$ cat src/rtl/core_bus_bridge.sv
// Bus sequencer between a single-cycle core and variable-latency instruction/data buses.
// One fetch plus an optional load/store per instruction, then a one-cycle core_step.
module core_bus_bridge #(
   parameter int XLEN  = 32,
   parameter int CNT_W = 64
) (
   input  logic             clk,
   input  logic             reset_n,
   input  logic [XLEN-1:0]  core_pc,
   output logic [XLEN-1:0]  core_inst,
   input  logic [XLEN-1:0]  core_addr,
   input  logic [XLEN-1:0]  core_wdata,
   input  logic [3:0]       core_wmask,
   input  logic             core_wen,
   input  logic             core_ren,
   output logic [XLEN-1:0]  core_rdata,
   output logic             core_step,
   output logic             ibus_valid,
   input  logic             ibus_ready,
   output logic [XLEN-1:0]  ibus_addr,
   input  logic             ibus_rvalid,
   input  logic [XLEN-1:0]  ibus_rdata,
   input  logic             ibus_err,
   output logic             dbus_valid,
   input  logic             dbus_ready,
   output logic             dbus_we,
   output logic [XLEN-1:0]  dbus_addr,
   output logic [XLEN-1:0]  dbus_wdata,
   output logic [3:0]       dbus_wmask,
   input  logic             dbus_rvalid,
   input  logic [XLEN-1:0]  dbus_rdata,
   input  logic             dbus_err,
   output logic             halted,
   output logic [CNT_W-1:0] cycle_cnt,
   output logic [CNT_W-1:0] instret_cnt
);

   typedef enum logic [2:0] {
      IDLE, FETCH, IWAIT, EXEC, DREQ, DWAIT, COMMIT, HALT
   } state_t;

   state_t          state_q, state_d;
   logic [XLEN-1:0] inst_q, rdata_q;
   logic            mem_op;

   assign mem_op = core_wen | core_ren;

   always_ff @(posedge clk or negedge reset_n) begin
      if (!reset_n) state_q <= IDLE;
      else          state_q <= state_d;
   end

   always_comb begin
      state_d = state_q;
      unique case (state_q)
         IDLE:   state_d = FETCH;
         FETCH:  if (ibus_ready) state_d = IWAIT;
         IWAIT:  if (ibus_rvalid) state_d = ibus_err ? HALT : EXEC;
         EXEC:   state_d = mem_op ? DREQ : FETCH;
         DREQ:   if (dbus_ready) state_d = DWAIT;
         DWAIT:  if (dbus_rvalid) state_d = dbus_err ? HALT : COMMIT;
         COMMIT: state_d = FETCH;
         HALT:   state_d = HALT;
         default: state_d = IDLE;
      endcase
   end

   // Data request fields are captured once in EXEC so they stay frozen across ready stalls.
   always_ff @(posedge clk or negedge reset_n) begin
      if (!reset_n) begin
         inst_q     <= '0;
         rdata_q    <= '0;
         dbus_we    <= 1'b0;
         dbus_addr  <= '0;
         dbus_wdata <= '0;
         dbus_wmask <= '0;
      end else begin
         if (state_q == IWAIT && ibus_rvalid) inst_q <= ibus_rdata;
         if (state_q == EXEC && mem_op) begin
            dbus_we    <= core_wen;
            dbus_addr  <= core_addr;
            dbus_wdata <= core_wdata;
            dbus_wmask <= core_wen ? core_wmask : 4'b0000;
         end
         if (state_q == DWAIT && dbus_rvalid && !dbus_we) rdata_q <= dbus_rdata;
      end
   end

   always_ff @(posedge clk or negedge reset_n) begin
      if (!reset_n) begin
         cycle_cnt   <= '0;
         instret_cnt <= '0;
      end else begin
         if (state_q != HALT) cycle_cnt   <= cycle_cnt + CNT_W'(1);
         if (core_step)       instret_cnt <= instret_cnt + CNT_W'(1);
      end
   end

   assign core_step  = (state_q == COMMIT) || (state_q == EXEC && !mem_op);
   assign ibus_valid = (state_q == FETCH);
   assign ibus_addr  = (state_q == FETCH) ? core_pc : '0;
   assign dbus_valid = (state_q == DREQ);
   assign halted     = (state_q == HALT);
   assign core_inst  = inst_q;
   assign core_rdata = rdata_q;

endmodule

$ cat config.mk
export PLATFORM = sky130hd
export DESIGN_NAME = core_bus_bridge
export DESIGN_NICKNAME = d
export VERILOG_FILES = /design/src/rtl/core_bus_bridge.sv
export SDC_FILE = /design/constraint.sdc
export NUM_CORES = 1
export LEC_CHECK = 0
export BUFFER_PORTS_ARGS = -buffer_cell sky130_fd_sc_hd__buf_2
export CORE_AREA = 3 3 180 182
export DETAILED_ROUTE_END_ITERATION = 8
export DIE_AREA = 0 0 183 185
export GPL_TIMING_DRIVEN = 0
export PLACE_DENSITY_LB_ADDON = 0.08
export SYNTH_ARGS = -nofsm -noshare
export SYNTH_HDL_FRONTEND = slang
export SYNTH_SLANG_ARGS = --single-unit
$ cat constraint.sdc
create_clock -name clk -period 2.4 [get_ports clk]
set_input_delay 0.36 -clock clk [delete_from_list [all_inputs] [get_ports clk]]
set_output_delay 0.36 -clock clk [all_outputs]
set_load 0.02 [all_outputs]
---- Word-level counts from Yosys, hierarchy flattened ----
Index checks and enable logic that the tools add are counted.
word-level totals
  register bits ........................... 264
  input port bits ......................... 174
  output and inout bits ................... 297
  word-level logic and storage cells ...... 45
operators by class
  add/sub/neg operators ................... 2
  eq/ne operators ......................... 12
  muxes and demuxes ....................... 10
  bitwise operators ....................... 1
  reductions and logical operators ........ 11
operator list
  operator                                                         count
  64-bit by 1-bit adder with 64-bit output, second input constant  2
  32-bit two-way mux                                               1
  3-bit case mux with 7 select lines                               1
  3-bit two-way mux                                                6
  3-bit == test, second input constant                             4
  3-bit by 2-bit == test with 1-bit output, second input constant  2
  1-bit logical AND                                                5
  4-bit two-way mux                                                1
  2-bit by 1-bit != test with 1-bit output, second input constant  2
  2-bit != test, second input constant                             2
  4-bit AND reduction                                              1
  3-bit by 1-bit == test with 1-bit output, second input constant  1
  3-bit logical NOT                                                1
  3-bit != test, second input constant                             1
  1-bit logical NOT                                                2
  2-bit OR reduction                                               1
  1-bit logical OR                                                 1
  1-bit two-way mux                                                1
  1-bit OR                                                         1

---- Logic depth before layout (Yosys ltp) ----
  word-level depth ........................ 4
  gate-level depth with buffers ........... 9
  mapped depth without buffers ............ 6

---- Worst setup path before layout ----
No wires, ideal clock.
  kind .................................... register -> register
  start ................................... register instret_cnt[37]
  end ..................................... register instret_cnt[57]
  library setup time ...................... 0.080 ns
  arrival time ............................ 1.889 ns
  data required time ...................... 2.320 ns
  setup slack ............................. 0.431 ns
  cell stages (with the launch flop) ...... 7
  path buffers ............................ 1
  cells stage by stage .................... dfrtp_1 -> nand4_1 -> or2_1 -> clkbuf_1 -> or4_4 -> nor3_2 -> xor2_1
between the ends
  longest elaborated chain between the ends .. 1
ends and longest elaborated chain
  element                                   line  RTL
  from (decl)                               35    output logic [CNT_W-1:0] instret_cnt
  from (signal assigned)                    95    if (core_step) instret_cnt <= instret_cnt + CNT_W'(1);
  64-bit by 1-bit adder with 64-bit output  95
No other way between the ends.
A chain may end at the register's enable or synchronous reset.

---- Worst setup path in the final report ----
  start ................................... register state_q[1]
  end ..................................... output ibus_addr[18]
between the ends
  longest elaborated chain between the ends .. 2
ends and longest elaborated chain
  element                                   line  RTL
  from (decl)                               42    state_t state_q, state_d;
  from (signal assigned)                    50    else state_q <= state_d;
  3-bit by 1-bit == test with 1-bit output  101   assign ibus_addr = (state_q == FETCH) ? core_pc : '0;
  32-bit two-way mux                        101
  to (decl)                                 20    output logic [XLEN-1:0] ibus_addr,
No other way between the ends.

==> results.sh <==
export IMPL_status="finished clean"
export IMPL_synth_common_cells="264 x dfrtp_1, 252 x nand2_1, 70 x xnor2_1"
export IMPL_clk_pin_slew_ns=0.06
export IMPL_worst_ep_arrival_time_ns=1.92
export IMPL_die_area_um2=33900
export IMPL_nNetsFinal=1792
export IMPL_die_y_um=185
export IMPL_drtAntennaViolNets=0
export IMPL_grt_max_degree=115
export IMPL_yosysMostFrequentCell="dfrtp_1"
export IMPL_criticalPathCategory="reg -> out"
export IMPL_grt_pass1_wl_um=55200
export IMPL_cp_startpoint="state_q[1]"
export IMPL_first_pass_iters=4
export IMPL_dp_cells=1911
export IMPL_worst_slack_ns=0.118
export IMPL_final_cells=2037
export IMPL_avgViaCountPerCell=4.71
export IMPL_synth_area_leader_cell="dfrtp_1"
export IMPL_grt_use_total_pct=20.4
export IMPL_crit_path_end_kind="output pin"
export IMPL_fin_tns_setup_ns=0
export IMPL_max_stage_delay_ns=0.48
export IMPL_cp_slowest_cell="dfrtp_2"
export IMPL_synthArstFlopShare_pct=100
export IMPL_core_area_um2=30700
export IMPL_drive_gt1_share_pct=39.5
export IMPL_min_path_type="in -> reg"
export IMPL_muxShareOfSynthArea_pct=6.40
export IMPL_areaGrowthSynthToFinish_pct=41.6
export IMPL_wl_met2_um=17600
export IMPL_cp_max_fo=10
export IMPL_synth_compound_area_share_pct=1.08
export IMPL_rrSetupSlack_ns=0.17
export IMPL_multi_input_area_um2=4650
export IMPL_placed_cell_area_um2=14400
export IMPL_max_slew_margin_pct=52.9
export IMPL_synth_cell_types=51
export IMPL_place_congestion=0.852
export IMPL_final_hold_violation_count=0
export IMPL_synth_flop_cell="dfrtp_1"
export IMPL_cellLeakagePower_nw=8.63
export IMPL_synth_warnings=0
export IMPL_cts_tree="built"
export IMPL_peakVddDrop_mv=0.830
export IMPL_r2r_start="state_q[0]"
export IMPL_finalCriticalPeriod_ns=2.28
export IMPL_routedWlPerCell_um=17.7
export IMPL_die_x_um=183
export IMPL_routed_top_layer="met5"
export IMPL_clk_latency_ns=0.54
export IMPL_setup_viol=0
export IMPL_synthCells=1042
export IMPL_synth_xor_area_share_pct=9.65
export IMPL_syn_num_nets=1218
export IMPL_port_buffer_count=470
export IMPL_yosys_area_share_simple_pct=22.9
export IMPL_num_io_pins=471
export IMPL_cap_violations=0
export IMPL_fill_cells=2858
export IMPL_ys_seq_area_share_pct=57.7
export IMPL_finalClockSkew_ns=0.00657
export IMPL_ys_seq_elements=264
export IMPL_crit_chain="nor3b_4, buf_4, and2_1, buf_2"
export IMPL_num_vias=9589
export IMPL_clock_path_buffers=3
export IMPL_antenna_found_initial=3
export IMPL_slew_violations=0
export IMPL_p_per_area_nw_per_um2=1080
export IMPL_first_iter_violations=421
export IMPL_wl_um=36000
export IMPL_drc_errors=0
export IMPL_start_kind="register"
export IMPL_cts_root_buf="clkbuf_16"
export IMPL_crit_required_ns=2.04
export IMPL_initial_utilization_pct=37.2
export IMPL_netlist_area_leader_share_pct=57.7
export IMPL_synth_edf_count=0
export IMPL_rsz0062_at_grt="no"
export IMPL_gr_total_overflow=0
export IMPL_reg2regPathDepth=8
export IMPL_yosys_area_share_adder_pct=0.219
export IMPL_placementRows=64
export IMPL_htree_levels=1
export IMPL_post_place_ws_ns=-0.0558
export IMPL_wl_met1_um=14800
export IMPL_seqCellArea_um2=6610
export IMPL_dp_hpwl_um=26800
export IMPL_worstReg2RegEnd="cycle_cnt[57]"
export IMPL_met3WireLength_um=2720
export IMPL_cts_sinks=264
export IMPL_numCtsBuffers=30
export IMPL_cp_endpoint="ibus_addr[18]"
export IMPL_fmax_mhz=438
export IMPL_worst_slew_pin_slew_ns=0.701
export IMPL_syn_area_um2=11400
export IMPL_stdcell_area_um2=16200
export IMPL_synth_top_family_by_area="simple AND/OR/NAND/NOR gates"
export IMPL_finalCritPeriodShare_pct=95.1
export IMPL_grt_pass1_vias=9608
export IMPL_synthTopCellsByArea="dfrtp_1 58%, nand2_1 8.3%, mux2_2 6.4%"
export IMPL_syn_avg_cell_area_um2=11.0
==> flip-flops by register name (all words and copies together) (netlist names), 3 cells and up <==
signal and cells:
instret_cnt 64, dbus_wmask 4, dbus_addr 32, dbus_wdata 32
core_rdata 32, state_q 3, core_inst 32, cycle_cnt 64
==> layer usage <==
metal	global-route usage [%]	vias to the layer above
li1	-	4651
met1	25.8	4590
met2	34.5	296
met3	6.21	48
met4	4.88	4
met5	0	-
==> per-stage QoR <==
stage	total power, mW	hold WS [ns]	util, %
global placement	12.4	0.455	46.5
finish	17.4	0.0383	52.7
floorplan	10.1	0.0644	-
CTS	17.6	0.00131	52.6
detailed placement	12.5	0.304	46.7
global route	18.5	0.0214	52.7
==> worst max-delay path: cells and delay by family, from the launching register on <==
family	cells	cell delay [ns]
AND/OR/NAND/NOR	2	0.49
flip-flops	1	0.48
buffers and inverters	2	0.39
==> timing repair <==
item | CTS | global route
pin swaps | 2 | 2
hold buffers | 66 | 0
gates resized for setup | 8 | 17
endpoints found under the setup margin | 48 | 107
hold endpoints to repair | 117 | 0
cloned | 0 | 0
setup buffers | 3 | 0
==> where the power goes <==
part	total [mW]	switching [mW]	leakage, nW	internal, mW
clock network	4.87	1.84	0.542	3.03
registers	6.38	0.706	3.42	5.68
logic	6.18	3.90	4.68	2.29
total	17.4	6.44	8.63	11.0
==> final cells by class <==
cell class | instances | area share [%]
flip-flops and latches | 264 | 40.8
inverters | 16 | 0.371
clock inverters | 10 | 0.772
repair buffers | 542 | 19.2
clock buffers | 46 | 5.88
plain buffers | 37 | 1.16
multi-input cells | 725 | 28.7
well taps | 396 | 3.06
diodes | 1 | 0.0154
==> worst min path at each step <==
| stage | start | to | slack [ns] | cells past startpoint |
|---|---|---|---|---|
| after global routing | ibus_rdata[16] | core_inst[16] | 0.02 | 2 |
| after global placement | dbus_wdata[17] | dbus_wdata[17] | 0.45 | 2 |
| after floorplan | reset_n | core_inst[0] | 0.06 | 0 |
| after detailed placement | reset_n | instret_cnt[37] | 0.30 | 1 |
| after CTS | core_wmask[3] | dbus_wmask[3] | 0.001 | 2 |
| final | core_wmask[3] | dbus_wmask[3] | 0.04 | 2 |
==> layout by cell type (no fill, tap or decap), drive strengths merged, types with 3 or more instances in the layout <==
master	count
buf	495
dfrtp	264
nand2	253
xnor2	70
dlygate4sd3	66
mux2	65
clkbuf	64
xor2	56
nand3	47
nand4	36
and2	35
nor3	33
nor2	30
and3	23
nor4	22
inv	16
and4	9
clkinv	7
o21ai	6
nor3b	6
nor4b	5
a22o	4
or2	4
nor2b	3
or3	3
bufinv	3
==> cells by family (layout without fill, tap and decap cells) <==
family,Yosys count,after routing
compound gates,17,17
xor+xnor,126,126
fa+ha+maj,2,2
buf+inv,53,651
flops,264,264
mux,65,65
other cells,0,1
simple gates,515,515
Power figures use the tool's default switching activity.
